`config.mk`:
```
export PLATFORM = sky130hd
export DESIGN_NAME = borrow_lookahead_subtractor
export DESIGN_NICKNAME = d
export VERILOG_FILES = /design/src/rtl/calc_pkg.sv /design/src/rtl/borrow_lookahead_chunk.sv /design/src/rtl/borrow_lookahead_subtractor.sv
export SDC_FILE = /design/constraint.sdc
export NUM_CORES = 1
export LEC_CHECK = 0
export ABC_AREA = 1
export BUFFER_PORTS_ARGS = -buffer_cell sky130_fd_sc_hd__buf_4
export CORE_MARGIN = 1
export CORE_UTILIZATION = 53
export DETAILED_ROUTE_END_ITERATION = 6
export GPL_ROUTABILITY_DRIVEN = 0
export PLACE_DENSITY = 0.78
export SYNTH_ARGS = -nofsm -noshare
export SYNTH_HDL_FRONTEND = slang
export SYNTH_SLANG_ARGS = --single-unit
```
`constraint.sdc`:
```
create_clock -name clk -period 2.22 [get_ports clk]
set_input_delay 0.111 -clock clk [delete_from_list [all_inputs] [get_ports clk]]
set_output_delay 0.111 -clock clk [all_outputs]
set_load 0.01 [all_outputs]
```
`src/rtl/calc_pkg.sv`:
```
// Shared types and elaboration helpers for the calculator datapath.
package calc_pkg;

  typedef enum logic [1:0] {
    IDLE = 2'd0,
    RUN  = 2'd1,
    DONE = 2'd2
  } sub_state_t;

  function automatic int calc_chunks(input int n, input int w);
    return n / w;
  endfunction

  function automatic bit calc_width_ok(input int n, input int w);
    return (w > 0) && (n >= w) && ((n % w) == 0);
  endfunction

endpackage

```
`src/rtl/borrow_lookahead_chunk.sv`:
```
// Combinational W-bit borrow-lookahead subtract slice: d = a - b - bi.
// Each internal borrow is a flat sum of products of generate/propagate terms.
module borrow_lookahead_chunk #(
  parameter int W = 4
) (
  input  logic [W-1:0] a,
  input  logic [W-1:0] b,
  input  logic         bi,
  output logic [W-1:0] d,
  output logic         bo,
  output logic         msb_bi
);

  logic [W-1:0] g;
  logic [W-1:0] p;
  logic [W:0]   br;

  assign g     = ~a & b;
  assign p     = ~(a ^ b);
  assign br[0] = bi;

  for (genvar gi = 0; gi < W; gi++) begin : g_borrow
    logic br_next;

    // br[gi+1] = g[gi] | p[gi]g[gi-1] | ... | p[gi..0]bi, built term by term.
    always_comb begin
      logic acc;
      logic pp;
      acc = 1'b0;
      pp  = 1'b1;
      for (int m = gi; m >= 0; m--) begin
        acc = acc | (pp & g[m]);
        pp  = pp & p[m];
      end
      br_next = acc | (pp & bi);
    end

    assign br[gi+1] = br_next;
  end

  assign d      = a ^ b ^ br[W-1:0];
  assign bo     = br[W];
  assign msb_bi = br[W-1];

endmodule

```
`src/rtl/borrow_lookahead_subtractor.sv`:
```
// Multi-cycle N-bit subtractor, one W-bit lookahead chunk per clock.
// Optional ovf output is enabled by defining SUB_OVF_EN.
module borrow_lookahead_subtractor
  import calc_pkg::*;
#(
  parameter int N = 16,
  parameter int W = 4
) (
  input  logic         clk,
  input  logic         reset,
  input  logic         start,
  input  logic [N-1:0] A,
  input  logic [N-1:0] B,
  input  logic         bin,
  output logic         busy,
  output logic         done,
  output logic [N-1:0] Diff,
`ifdef SUB_OVF_EN
  output logic         ovf,
`endif
  output logic         bout
);

  localparam int CHUNKS = calc_chunks(N, W);
  localparam int KW     = (CHUNKS > 1) ? $clog2(CHUNKS) : 1;
  localparam logic [KW-1:0] K_LAST = KW'(CHUNKS - 1);

  if (!calc_width_ok(N, W)) begin : g_bad_width
    $error("borrow_lookahead_subtractor: N must be a positive multiple of W");
  end

  sub_state_t    state_q, state_d;
  logic [KW-1:0] k_q, k_d;
  logic [N-1:0]  a_q, a_d;
  logic [N-1:0]  b_q, b_d;
  logic          borrow_q, borrow_d;
  logic [N-1:0]  diff_q, diff_d;
  logic          bout_q, bout_d;

  logic [W-1:0]  chunk_a;
  logic [W-1:0]  chunk_b;
  logic [W-1:0]  chunk_d;
  logic          chunk_bo;
  logic          chunk_msb_bi;

  assign chunk_a = a_q[int'(k_q)*W +: W];
  assign chunk_b = b_q[int'(k_q)*W +: W];

  borrow_lookahead_chunk #(.W(W)) u_chunk (
    .a      (chunk_a),
    .b      (chunk_b),
    .bi     (borrow_q),
    .d      (chunk_d),
    .bo     (chunk_bo),
    .msb_bi (chunk_msb_bi)
  );

`ifdef SUB_OVF_EN
  logic ovf_q, ovf_d;
`else
  logic unused_msb_bi;
  assign unused_msb_bi = chunk_msb_bi;
`endif

  always_comb begin
    state_d  = state_q;
    k_d      = k_q;
    a_d      = a_q;
    b_d      = b_q;
    borrow_d = borrow_q;
    diff_d   = diff_q;
    bout_d   = bout_q;
`ifdef SUB_OVF_EN
    ovf_d    = ovf_q;
`endif
    case (state_q)
      IDLE, DONE: begin
        // A start seen in DONE chains straight into the next operation.
        if (start) begin
          a_d      = A;
          b_d      = B;
          borrow_d = bin;
          k_d      = '0;
          state_d  = RUN;
        end else begin
          state_d  = IDLE;
        end
      end
      RUN: begin
        diff_d[int'(k_q)*W +: W] = chunk_d;
        borrow_d = chunk_bo;
        if (k_q == K_LAST) begin
          bout_d  = chunk_bo;
`ifdef SUB_OVF_EN
          ovf_d   = chunk_msb_bi ^ chunk_bo;
`endif
          k_d     = '0;
          state_d = DONE;
        end else begin
          k_d = k_q + 1'b1;
        end
      end
      default: state_d = IDLE;
    endcase
  end

  always_ff @(posedge clk) begin
    if (reset) begin
      state_q  <= IDLE;
      k_q      <= '0;
      a_q      <= '0;
      b_q      <= '0;
      borrow_q <= 1'b0;
      diff_q   <= '0;
      bout_q   <= 1'b0;
`ifdef SUB_OVF_EN
      ovf_q    <= 1'b0;
`endif
    end else begin
      state_q  <= state_d;
      k_q      <= k_d;
      a_q      <= a_d;
      b_q      <= b_d;
      borrow_q <= borrow_d;
      diff_q   <= diff_d;
      bout_q   <= bout_d;
`ifdef SUB_OVF_EN
      ovf_q    <= ovf_d;
`endif
    end
  end

  assign busy = (state_q == RUN);
  assign done = (state_q == DONE);
  assign Diff = diff_q;
  assign bout = bout_q;
`ifdef SUB_OVF_EN
  assign ovf  = ovf_q;
`endif

endmodule

```
Word-level counts from Yosys, hierarchy flattened
Cells that the tools add are included.
{ "word_totals": {"register_bits": 54, "out_inout_bits": 19, "elab_cells": 64} }
{ "classes": {"add_sub_neg": 2, "eq_ne": 5, "n_shift": 4, "muxes": 9, "n_bitwise": 31, "n_reduce_logical": 6} }
{ "op_table": {"columns": ["op", "count"], "rows": [
  ["$neg 4->33", 1],
  ["$shift 4x33->16 const A", 1],
  ["$shiftx 4x33->16", 1],
  ["$shiftx 16x5->4", 2],
  ["$and 1x1->1", 16],
  ["$bwmux 16", 1],
  ["$or 1x1->1", 10],
  ["$not 4->4", 2],
  ["$pmux 2 s2", 2],
  ["$xor 4x4->4", 2],
  ["$mux 2", 3],
  ["$reduce_and 2->1", 3],
  ["$and 4x4->4", 1],
  ["$eq 2x2->1 const B", 2],
  ["$add 2x1->2 const B", 1],
  ["$eq 2x1->1 const B", 1],
  ["$logic_not 2->1", 1],
  ["$mux 1", 2],
  ["$ne 2x1->1 const B", 1],
  ["$ne 2x2->1 const B", 1],
  ["$pmux 1 s2", 1],
  ["$reduce_bool 2->1", 1],
  ["$reduce_or 2->1", 1]
]} }

Depth between registers and ports, before layout
{ "logic_depth": {"ltp_word": 10, "ltp_mapped": 13} }

By module
Synthesis repeated with hierarchy kept, for this count alone.
{ "hier_totals": {"hier_cells": 359, "area_unflattened_um2": 2509.9} }
{ "modules_own_cells": {"columns": ["mod", "instances", "cells_per_inst", "area_per_inst_um2"], "rows": [
  ["borrow_lookahead_subtractor", 1, 324, 2290.9],
  ["borrow_lookahead_chunk", 1, 35, 219.0]
]} }

Least setup slack after synthesis
Ideal clock, no wire load.
{ "synth_timing": {"kind": "register -> register", "from": "register k_q[1]", "to": "register diff_q[13], in the netlist Diff[13]", "setup_ns": 0.070, "arrival_time_ns": 1.984, "t_required_ns": 2.150, "slack_ns": 0.165, "path_stages_with_launch": 10, "n_path_buf": 1, "path_cell_list": "dfxtp_1 inv_1 clkbuf_1 a32o_1 fa_1 xnor2_1 nand2_1 nor2_1 nand2_1 a21oi_1"} }
{ "synth_between": {"elab_chain_cells": 10, "word_cells_on_any_way": 26, "classes_between": "add/sub (1); shift (4); mux (1); bitwise (20)"} }
{ "synth_rtl": {"columns": ["element", "line_no", "text"], "rows": [
  ["from (decl)", "borrow_lookahead_subtractor.sv:33", "logic [KW-1:0] k_q, k_d;"],
  ["from (signal assigned)", "borrow_lookahead_subtractor.sv:121", "k_q <= k_d;"],
  ["$shiftx 16x5->4, on equally long branches", "borrow_lookahead_subtractor.sv:46, borrow_lookahead_subtractor.sv:47", null],
  ["$xor 4x4->4 or $not 4->4 (tied branches)", "borrow_lookahead_chunk.sv:19, borrow_lookahead_chunk.sv:41, borrow_lookahead_chunk.sv:18", null],
  ["$not 4->4 or $and 4x4->4 (tied branches)", "borrow_lookahead_chunk.sv:19, borrow_lookahead_chunk.sv:18", null],
  ["$and 1x1->1, on equally long branches", "borrow_lookahead_chunk.sv:32, borrow_lookahead_chunk.sv:33", null],
  ["$or 1x1->1 (tied with other cells)", "borrow_lookahead_chunk.sv:32", "acc = acc | (pp & g[m]);"],
  ["$or 1x1->1 or $and 1x1->1 (tied branches)", "borrow_lookahead_chunk.sv:32, borrow_lookahead_chunk.sv:35", null],
  ["$or 1x1->1", "borrow_lookahead_chunk.sv:35", "br_next = acc | (pp & bi);"],
  ["$xor 4x4->4", "borrow_lookahead_chunk.sv:41", "assign d = a ^ b ^ br[W-1:0];"],
  ["$shiftx 4x33->16", "borrow_lookahead_subtractor.sv:90", "diff_d[int'(k_q)*W +: W] = chunk_d;"],
  ["$bwmux 16 *", "borrow_lookahead_subtractor.sv:90", null],
  ["to (signal assigned)", "borrow_lookahead_subtractor.sv:125", "diff_q <= diff_d;"],
  ["to (decl)", "borrow_lookahead_subtractor.sv:37", "logic [N-1:0] diff_q, diff_d;"]
]} }
Every way passes the cells marked *; elsewhere a longest branch is shown, timed or not.
A chain may end at the register's enable or synchronous reset.

Worst setup path after layout
{ "layout_timing": {"from": "register k_q[0]", "to": "register diff_q[13], in the netlist Diff[13]"} }
The elaborated chain is that of the path after synthesis.

==> results.yml <==
outcome:
  status: "completed"
cts:
  clk_path_buf_depth: 2
  root_buffer: "clkbuf_8"
  cts_tree: "done"
  htree_levels: 2
  clkSinkCount: 54
  cts_made_buffers: 5
  clock_latency_ns: 0.30
  clkTransAtPathRegs_ns: 0.09
drt:
  drt_pass1_iterations: 5
  vias: 2301
  drt-vias-per-instance: 5.27
  drt-total-wl_um: 5560
  drc: 0
  drt-initial-drc-count: 142
  wl_per_cell_um: 12.7
  ant_nets: 0
timing:
  worstMarginPinSlew_ns: 0.536
  setup_viol: 0
  holdWs_ns: 0.0512
  fin_crit_sh_pct: 94.7
  timing.fmax_ghz: 0.476
  relSlewSlack_pct: 64.3
  finalCriticalPeriod_ns: 2.10
  hold_viol_final: 0
  finClkSkew_ns: 0.00740
  drv_slew: 0
  setup_ws_ns: 0.119
global_routing:
  grt_usage_pct: 23.5
  grt_antenna_before_repair: 0
  grt_pass1_vias: 2179
  grt_max_degree: 55
  grt_pass1_wl_um: 9300
  grt-ovfl-total: 0
yosys:
  syn_nets: 377
  synth-seq-cells: 54
  yosys_warnings: 0
  synthArstFlopShare_pct: 0
  synthDistinctLibCells: 28
  syn-instance-count: 330
  synthFlopType: "dfxtp_1"
  synth_edf_count: 0
  ys_seq_area_share_pct: 44.2
  synth_area_mm2: 0.00244
  syn_area_per_cell_um2: 7.41
placement:
  port_buffers: 54
  dp_hpwl_um: 3820
  dpl_worst_slack_ns: 0.108
floorplan:
  initial_core_util_pct: 55.8
  rows: 24
  die_area_mm2: 0.00489
  die_y_um: 69.9
  fp.dieW_um: 69.9
  coreArea_mm2: 0.00438
  num_io_pins: 55
layout:
  area_growth_pct: 25.0
  diodes: 0
  multiInputGateArea_mm2: 0.00126
  nFillCells: 397
  drive_gt1_share_pct: 23.1
  seqCellArea_mm2: 0.00109
  final_nets: 432
setup_path:
  crit_chain: "buf_12 > nand2_1 > a32o_1 > fa_1 > xnor2_1 > nand2_1 > nor2_1 > nand2_1 > a21oi_1"
  cpPeakStageDelay_ns: 0.42
  cp-start-kind: "register"
  crit_path_end_kind: "register"
  crit_fanout: 24
  cp_data_required_time_ns: 2.45
  critical_path_arrival_ns: 2.33
  cp_common_cell: "nand2_1"
  slowest_stage: "fa_1"
  worstSetupPathType: "reg2reg"
power_and_ir_drop:
  leakagePower_nw: 1.27
  total_power_mw: 2.06
  ir_drop_mv: 0.372
  p_per_area_mw_per_mm2: 674
run:
  cap_violations: 0
worst_hold_path:
  hp-class: "in2reg"
final timing paths:
kind	startpoint	endpoint	slack [ns]	depth (start not counted)
max	k_q[0]	Diff[13]	0.12	9
min	A[9]	a_q[9]	0.05	3
max reg2reg	k_q[0]	Diff[13]	0.12	9
min reg2reg	b_q[9]	b_q[9]	0.46	2
layout by cell type (no fill, tap or decap), types with 2 or more instances in the layout:
| master | instances |
|---|---|
| a21oi_1 | 52 |
| a22oi_1 | 2 |
| a32o_1 | 4 |
| buf_4 | 62 |
| clkbuf_1 | 2 |
| clkbuf_8 | 5 |
| clkinvlp_4 | 4 |
| dfxtp_1 | 52 |
| ha_1 | 8 |
| ha_4 | 2 |
| inv_1 | 12 |
| inv_2 | 3 |
| nand2_1 | 115 |
| nand2_2 | 4 |
| nand3_1 | 4 |
| nand4_1 | 5 |
| nor2_1 | 18 |
| nor2_2 | 3 |
| o21ai_0 | 10 |
| o22ai_1 | 4 |
where the power goes:
group	internal, mW	total (mW)	switching [mW]
Sequential	1.02	1.05	0.0348
Clock	0.218	0.516	0.298
Combinational	0.209	0.493	0.285
Total	1.44	2.06	0.617
synthesized netlist by cell type, types with 2 or more instances:
cell type,count,area [um2]
nand2_1,116,435
dfxtp_1,54,1080
a21oi_1,52,260
nor2_1,18,67.6
inv_1,14,52.6
clkbuf_1,12,45.0
ha_1,10,125
o21ai_0,10,50.1
buf_2,5,25.0
nand4_1,5,31.3
a32o_1,4,40.0
nand3_1,4,20.0
o22ai_1,4,25.0
inv_2,3,11.3
nand2_2,3,18.8
nor2_2,3,18.8
a22oi_1,2,15.0
flip-flops by register name, indices dropped and copies added, names as in the netlist:
register	flops
Diff	16
a_q	16
b_q	16
borrow_q	1
bout	1
k_q	2
state_q	2
worst max-delay path: cells and delay by family (launching register included):
| kind | cells | cell delay [ns] |
|---|---|---|
| AOI/OAI and AO/OA | 2 | 0.40 |
| xor gates and xnor gates | 1 | 0.26 |
| adders and majority gates | 1 | 0.42 |
| buffers and inverters | 1 | 0.17 |
| DFF | 1 | 0.41 |
| and+or+nand+nor | 4 | 0.37 |
per-layer routing:
layer,GRT usage (%),wire [um],up-vias
li1,-,-,1195
met1,29.3,2450,1041
met2,39.9,2760,58
met3,5.92,261,7
met4,7.56,92,0
met5,0,0,-
area by class of cell:
cell class,instances,area share (%)
repair buffers,63,15.9
clock buffers,7,2.50
flip-flops and latches,54,35.5
inverters,17,2.33
repair inverters,2,0.491
multi-input cells,242,41.1
well taps,52,2.13
cells by family (layout without fill, tap and decap cells):
| logic type | Yosys count | in the layout | share of synthesized area, % |
|---|---|---|---|
| adder cells (fa/ha/maj) | 11 | 11 | 5.94 |
| XOR/XNOR | 1 | 1 | 0.358 |
| AO/OA/AOI/OAI | 76 | 76 | 17.2 |
| AND/OR/NAND/NOR | 154 | 154 | 26.8 |
| flip-flops | 54 | 54 | 44.2 |
| buffers and inverters | 34 | 89 | 5.48 |
timing repair:
action,in CTS,in global routing
hold buffers,0,0
setup endpoints to repair,0,14
gates resized for setup,0,13
buffers inserted,0,2
metrics by stage:
step                util (%)  TNS [ns]  instances  cell area, um2
global route            69.7   -0.0490        437            3060
CTS                     67.8         0        433            2970
detailed placement      66.1         0        426            2900
floorplan                  -         0        330            2440
finish                  69.7         0        437            3060
global placement        66.1         0        426            2900
No activity file was read; power rests on OpenSTA's default activity.
